File: src/rtl/eval_timer.sv
// Evaluation-window timer: counts upstream ticks against a latched budget and flags completion.
// Optional build macro EVAL_TIMER_PAUSE_EN adds a pause input that freezes counting in RUN.
module eval_timer #(
  parameter int width           = 16,
  parameter int latch_zero_done = 1
) (
  input  logic             clk_in,
  input  logic             reset,
  input  logic             tick,
  input  logic             start,
  input  logic [width-1:0] budget,
  input  logic             abort,
  input  logic             ack,
`ifdef EVAL_TIMER_PAUSE_EN
  input  logic             pause,
`endif
  output logic             busy,
  output logic             done,
  output logic [width-1:0] elapsed,
  output logic             overrun
);

  // state | meaning
  // IDLE  | waiting for start; elapsed/overrun keep last window's values
  // RUN   | counting ticks toward the latched budget
  // DONE  | budget reached (or zero budget); waiting for ack, ticks flag overrun

  typedef enum logic [1:0] {IDLE, RUN, DONE} state_t;

  localparam logic [width-1:0] one = {{(width-1){1'b0}}, 1'b1};

  state_t           state;
  logic [width-1:0] remaining;
  logic             count_en;

`ifdef EVAL_TIMER_PAUSE_EN
  assign count_en = tick & ~pause;
`else
  assign count_en = tick;
`endif

  // remaining is a down-counter; a zero load wraps so it spans 2^width ticks
  always_ff @(posedge clk_in) begin
    if (reset) begin
      state     <= IDLE;
      busy      <= 1'b0;
      done      <= 1'b0;
      elapsed   <= '0;
      overrun   <= 1'b0;
      remaining <= '0;
    end else begin
      case (state)
        IDLE: begin
          if (start) begin
            remaining <= budget;
            elapsed   <= '0;
            overrun   <= 1'b0;
            if (budget == '0 && latch_zero_done != 0) begin
              state <= DONE;
              done  <= 1'b1;
            end else begin
              state <= RUN;
              busy  <= 1'b1;
            end
          end
        end
        RUN: begin
          if (abort) begin
            state <= IDLE;
            busy  <= 1'b0;
          end else if (count_en) begin
            elapsed   <= elapsed + one;
            remaining <= remaining - one;
            if (remaining == one) begin
              state <= DONE;
              busy  <= 1'b0;
              done  <= 1'b1;
            end
          end
        end
        DONE: begin
          if (tick)
            overrun <= 1'b1;
          if (ack) begin
            state <= IDLE;
            done  <= 1'b0;
          end
        end
        default: begin
          state <= IDLE;
          busy  <= 1'b0;
          done  <= 1'b0;
        end
      endcase
    end
  end

endmodule

File: config.mk
export PLATFORM = sky130hd
export DESIGN_NAME = eval_timer
export DESIGN_NICKNAME = d
export VERILOG_FILES = /design/src/rtl/eval_timer.sv
export SDC_FILE = /design/constraint.sdc
export NUM_CORES = 1
export LEC_CHECK = 0
export BUFFER_PORTS_ARGS = -buffer_cell sky130_fd_sc_hd__buf_4
export CAP_MARGIN = 20
export CORE_ASPECT_RATIO = 2
export CORE_MARGIN = 10
export CORE_UTILIZATION = 55
export DETAILED_ROUTE_END_ITERATION = 16
export GPL_TIMING_DRIVEN = 0
export HOLD_SLACK_MARGIN = 0.15
export PLACE_DENSITY = 0.79
export SETUP_SLACK_MARGIN = 0.1
export SLEW_MARGIN = 40
export SYNTH_ARGS = -nofsm -noshare
export SYNTH_HDL_FRONTEND = slang
export SYNTH_SLANG_ARGS = --single-unit
File: constraint.sdc
create_clock -name clk_in -period 2.32 [get_ports clk_in]
set_clock_uncertainty 0.2 [all_clocks]
set_input_delay 0.348 -clock clk_in [delete_from_list [all_inputs] [get_ports clk_in]]
set_output_delay 0.348 -clock clk_in [all_outputs]
set_load 0.02 [all_outputs]
**Word-level counts from Yosys, hierarchy flattened**

Index checks and enable logic that the tools add are counted.

- Register bits after elaboration: 37
- Input bits: 22
- Output and inout bits: 19

- Add/sub/neg operators: 2
- Equality and inequality tests: 13
- Mux-type cells: 31
- Bitwise logic cells: 1
- Reductions and logical operators: 9

Operators with widths:

| kind | count |
|---|---|
| $mux 16 | 6 |
| $pmux 16 s2 | 2 |
| $add 16x1->16 const B | 1 |
| $eq 16x1->1 const B | 1 |
| $logic_not 16->1 | 1 |
| $ne 2x2->1 const B | 8 |
| $sub 16x1->16 const B | 1 |
| $mux 1 | 13 |
| $mux 2 | 6 |
| $reduce_and 4->1 | 2 |
| $ne 3x3->1 const B | 2 |
| $pmux 1 s3 | 2 |
| $pmux 2 s3 | 1 |
| $reduce_and 6->1 | 1 |
| $reduce_and 5->1 | 1 |
| $reduce_bool 2->1 | 2 |
| $reduce_and 3->1 | 1 |
| $eq 2x1->1 const B | 1 |
| $eq 2x2->1 const B | 1 |
| $logic_not 2->1 | 1 |
| $pmux 1 s2 | 1 |
| $not 1->1 | 1 |

**Longest topological paths before layout**

- Depth in word-level cells: 5
- Gate-level depth with buffers: 6
- Depth with buffers taken out: 6

**Least setup slack after synthesis**

No wires, ideal clock.

- Kind: register to register
- Start: register elapsed[4]
- End: register elapsed[14]
- Data arrival time: 1,646 ps
- Required time: 2,050 ps
- Path slack: 403 ps
- Cell stages (with the launch flop): 5
- Buffers on the path: 0
- Cells stage by stage: dfxtp_1 -> and4_1 -> nand4_1 -> or4_1 -> a21oi_1

- Word-level cells in the longest chain between the ends: 4

RTL lines:

| element | line | text |
|---|---|---|
| start: declaration | 19 | `output logic [width-1:0] elapsed,` |
| start signal: assignment | 72 | `elapsed <= elapsed + one;` |
| $add 16x1->16 | 72 |  |
| $mux 16 | 71 | `end else if (count_en) begin` |
| $mux 16 | 68 | `if (abort) begin` |
| $pmux 16 s2 | 52 | `case (state)` |

No other way between the ends. The select of a mux whose other input is x is not followed.
A chain may end at the register's enable or synchronous reset.

**Worst setup path after layout**

- Start: register state[1]
- End: register remaining[15]

- Word-level cells in the longest chain between the ends: 3
- Elaborated cells on any way between the ends: 8
- Those cells by class: 4 x eq/ne; 1 x mux; 3 x reduce/logical

RTL lines:

| element | line | text |
|---|---|---|
| start: declaration | 32 | `state_t state;` |
| start signal: assignment | 45 | `state <= IDLE;` |
| start signal: assignment | 59 | `state <= DONE;` |
| start signal: assignment | 62 | `state <= RUN;` |
| $eq 2x1->1 or $logic_not 2->1 (tied branches) | 52 |  |
| $ne 2x2->1 (no source line) or $reduce_bool 2->1 (tied branches) | -- |  |
| $reduce_and 4->1 (no source line) | -- |  |
| end signal: assignment | 55 | `remaining <= budget;` |
| end signal: assignment | 73 | `remaining <= remaining - one;` |
| end: declaration | 33 | `logic [width-1:0] remaining;` |

Parallel ways exist; a longest one is shown, timed or not.

==> results.tsv <==
metric	value	unit
placed insts	370	
Top delay family on crit path	simple AND/OR/NAND/NOR gates	
first drt pass iteration count	5	
Final Wtd Congestion	0.9354	
reg2reg path depth	4	
initial antenna violation count	0	
Root Buffer	clkbuf_8	
Core Util, Final	69.68	%
reg2reg end	remaining[15]$_SDFFE_PP0P_	
Clock Pin Slew Worst Setup and Hold Paths	0.07	ns
Yosys cell types	56	
antenna viol nets, final	0	
Register Area	740.7	um2
DRT Wirelength	6.977	mm
Crit Path Category	reg -> reg	
Clock Tree Buf Depth	2	
Fillers	362	
Post-synth EDFFs	0	
Worst Setup Start Kind	flop	
Tmin final	2.097	ns
Synth top area share	33.30	%
gr ovfl total	0	
Synth Cell Area	2225	um2
RSZ-0062 raised after global routing	yes	
Worst Path Arrival	2.09	ns
Worst Path Required	2.32	ns
fmax	476.8	MHz
Final Slew Violations	0	
Synth area leaders	dfxtp_1 (33%), a21oi_1 (6.7%), or3_1 (3.4%)	
CP max FO	10	
Post-CTS Setup Inserts	0	
fin worst setup slack	0.2226	ns
CP cell instances	buf_1 -> nor3b_1 -> a311oi_1 -> a2111oi_2	
Syn Area/Cell	7.974	um2
synthesis-stage register bit count	37	
number of clock sinks	37	
antenna cells	0	
die width	64.97	um
fraction of layout cells with a size suffix above 1	19.82	%
Worst Max-Slew Pin Slew	0.8193	ns
Vias/cell	6.385	
sequential element share of the synthesized area	33.30	%
Die ar.	7143	um2
Crit path largest cell delay	0.73	ns
H-tree levels	2	
dominant synthesized flop cell	dfxtp_1	
final std cells w/o fill	379	
first-pass GRT wire length	11.51	mm
slowest CP cell	nor3b_1	
Max Cap Viol	0	
drt wl/cell	18.41	um
largest net degree at the start of global routing	12	
nature of the critical path endpoint	flop	
Fin. Hold Viols	0	
row count	32	
Cell Area, Placed	2589	um2
Worst Hold End	state[1]$_SDFFE_PP0P_	
Port Buf Inserts	40	
IR Drop Worst-Case VDD	0.0004919	V
number of buffers created by CTS	5	
multi-input combinational cell area	1356	um2
vias in the first global route	2456	
drt drc	0	
total power	1635	uW
clk_lat worst skew	0.30	ns
Worst R2R Start	state[1]$_SDFFE_PP0P_	
status	complete, no violations	
worst slack, placed	-0.01181	ns
hold-critical path depth	4	
Final Cycle Share	90.40	%
Total GRT Usage	20.19	%
CP bufs+invs	1	
P per Cell Area	604.3	nW/um2
ys async rst share	0	%
Syn-to-layout area delta	21.65	%
Yosys top cell by area	dfxtp_1	
Die H	109.9	um
total I/O pin count	41	
vias	2420	
Core ar.	3884	um2
Synth Instances	279	
design area	2706	um2
Yosys warning count	0	
leakage power	0.001012	uW
R2R setup slack	0.22	ns
CTS tree	built	
DR iter-0 viols	189	
max_slew headroom	45.26	%
Final HPWL DP	5.294	mm
Worst Hold Class	in -> reg	
count of final setup violators	0	
Syn Nets	304	
Starting Density	57.28	%
HP Start	ack	
NumNets Final	352	
-- kinds of logic (layout without fill, tap and decap cells) --
family / Yosys count / after routing / share of synthesized area (%)
AO/OA/AOI/OAI: 88 / 88 / 25.53
buffers and inverters: 29 / 78 / 5.905
AND/OR/NAND/NOR: 119 / 119 / 32.28
XOR/XNOR: 1 / 1 / 0.3938
flip-flops: 37 / 37 / 33.30
adder cells (fa/ha/maj): 3 / 3 / 1.687
multiplexers: 2 / 2 / 0.8999
-- sequential cells by signal (all words and copies together) (netlist names) --
signal / flops
state: 2
elapsed: 16
busy: 1
overrun: 1
done: 1
remaining: 16
-- stage by stage --
stage | hold WS (ns) | setup TNS, ns
finish | 0.1596 | 0
global route | 0.2023 | 0
CTS | 0.1613 | 0
detailed placement | 0.2699 | -0.01181
global placement | 0.2585 | 0
floorplan | 0.2798 | 0
-- how the worst max path moves through the flow --
stage	startpoint	endpoint	slack, ns	depth (start not counted)
6_report	state[1]$_SDFFE_PP0P_	remaining[15]$_SDFFE_PP0P_	0.22	4
5_1_grt	remaining[0]$_SDFFE_PP0P_	remaining[4]$_SDFFE_PP0P_	0.1	6
4_1_cts	state[0]$_SDFFE_PP0P_	done$_SDFFE_PP0P_	0.21	6
3_5_place_dp	start	remaining[14]$_SDFFE_PP0P_	-0.01	7
3_3_place_gp	start	remaining[14]$_SDFFE_PP0P_	0.01	7
2_1_floorplan	elapsed[4]$_SDFFE_PP0P_	elapsed[14]$_SDFFE_PP0P_	0.40	4
-- layer usage --
layer | global-route usage (%) | share of wire (%) | vias to the layer above
met2 | 36.54 | 53 | 114
met1 | 18.50 | 35 | 1113
met3 | 5.301 | 7.6 | 28
met4 | 15.69 | 5.3 | 0
met5 | 0 | 0 | -
li1 | - | - | 1165
-- worst register-to-register path, cell delays in order (launching register included) --
cell	delay (ns)
dfxtp_1	0.35
buf_1	0.23
nor3b_1	0.74
a311oi_1	0.13
a2111oi_2	0.36
-- cells in the mapped netlist (5+ instances only) --
library cell,n
nor4_1,11
clkbuf_1,11
o31ai_1,7
nand4_1,6
nand3_1,11
nor2b_1,5
nand3b_1,6
dfxtp_1,37
or3_1,12
o21ai_0,13
inv_1,11
nor3_1,9
or4_1,5
a21oi_1,30
nand2_1,16
nor2_1,15
o21ai_1,5
-- final cells by class --
cell class	count	share of cell area, %
flip-flops and latches	37	27.37
clock inverters	1	0.1849
well taps	51	2.358
multi-input cells	213	50.12
plain buffers	18	3.421
repair buffers	41	11.47
inverters	11	1.526
clock buffers	7	3.560
-- placed cells by master (no fill, tap or decap), drive strengths merged, types with 3 or more instances in the layout --
cell	instances
nor4	12
ha	3
nand3b	7
buf	47
and4	4
o21ai	18
a2111oi	3
dfxtp	37
nand2b	3
a211oi	4
or4	5
nand4	6
nand2	16
clkbuf	18
or3	13
nand3	11
o22ai	4
nor3	9
inv	11
nor3b	4
a21oi	30
nor2b	5
nor2	15
o31ai	7
and3	3
-- repair_timing --
item	in CTS	in global routing
endpoints found under the hold margin	1	0
hold buffers	1	0
resized for setup	1	4
endpoints found under the setup margin	3	17
cloned	0	0
-- report_power, final --
group,switching (uW),internal (uW),leakage [uW]
clock network,240,269,0.0000542
registers,48.4,671,0.000302
logic,237,170,0.000655
No activity file was read; power rests on OpenSTA's default activity.
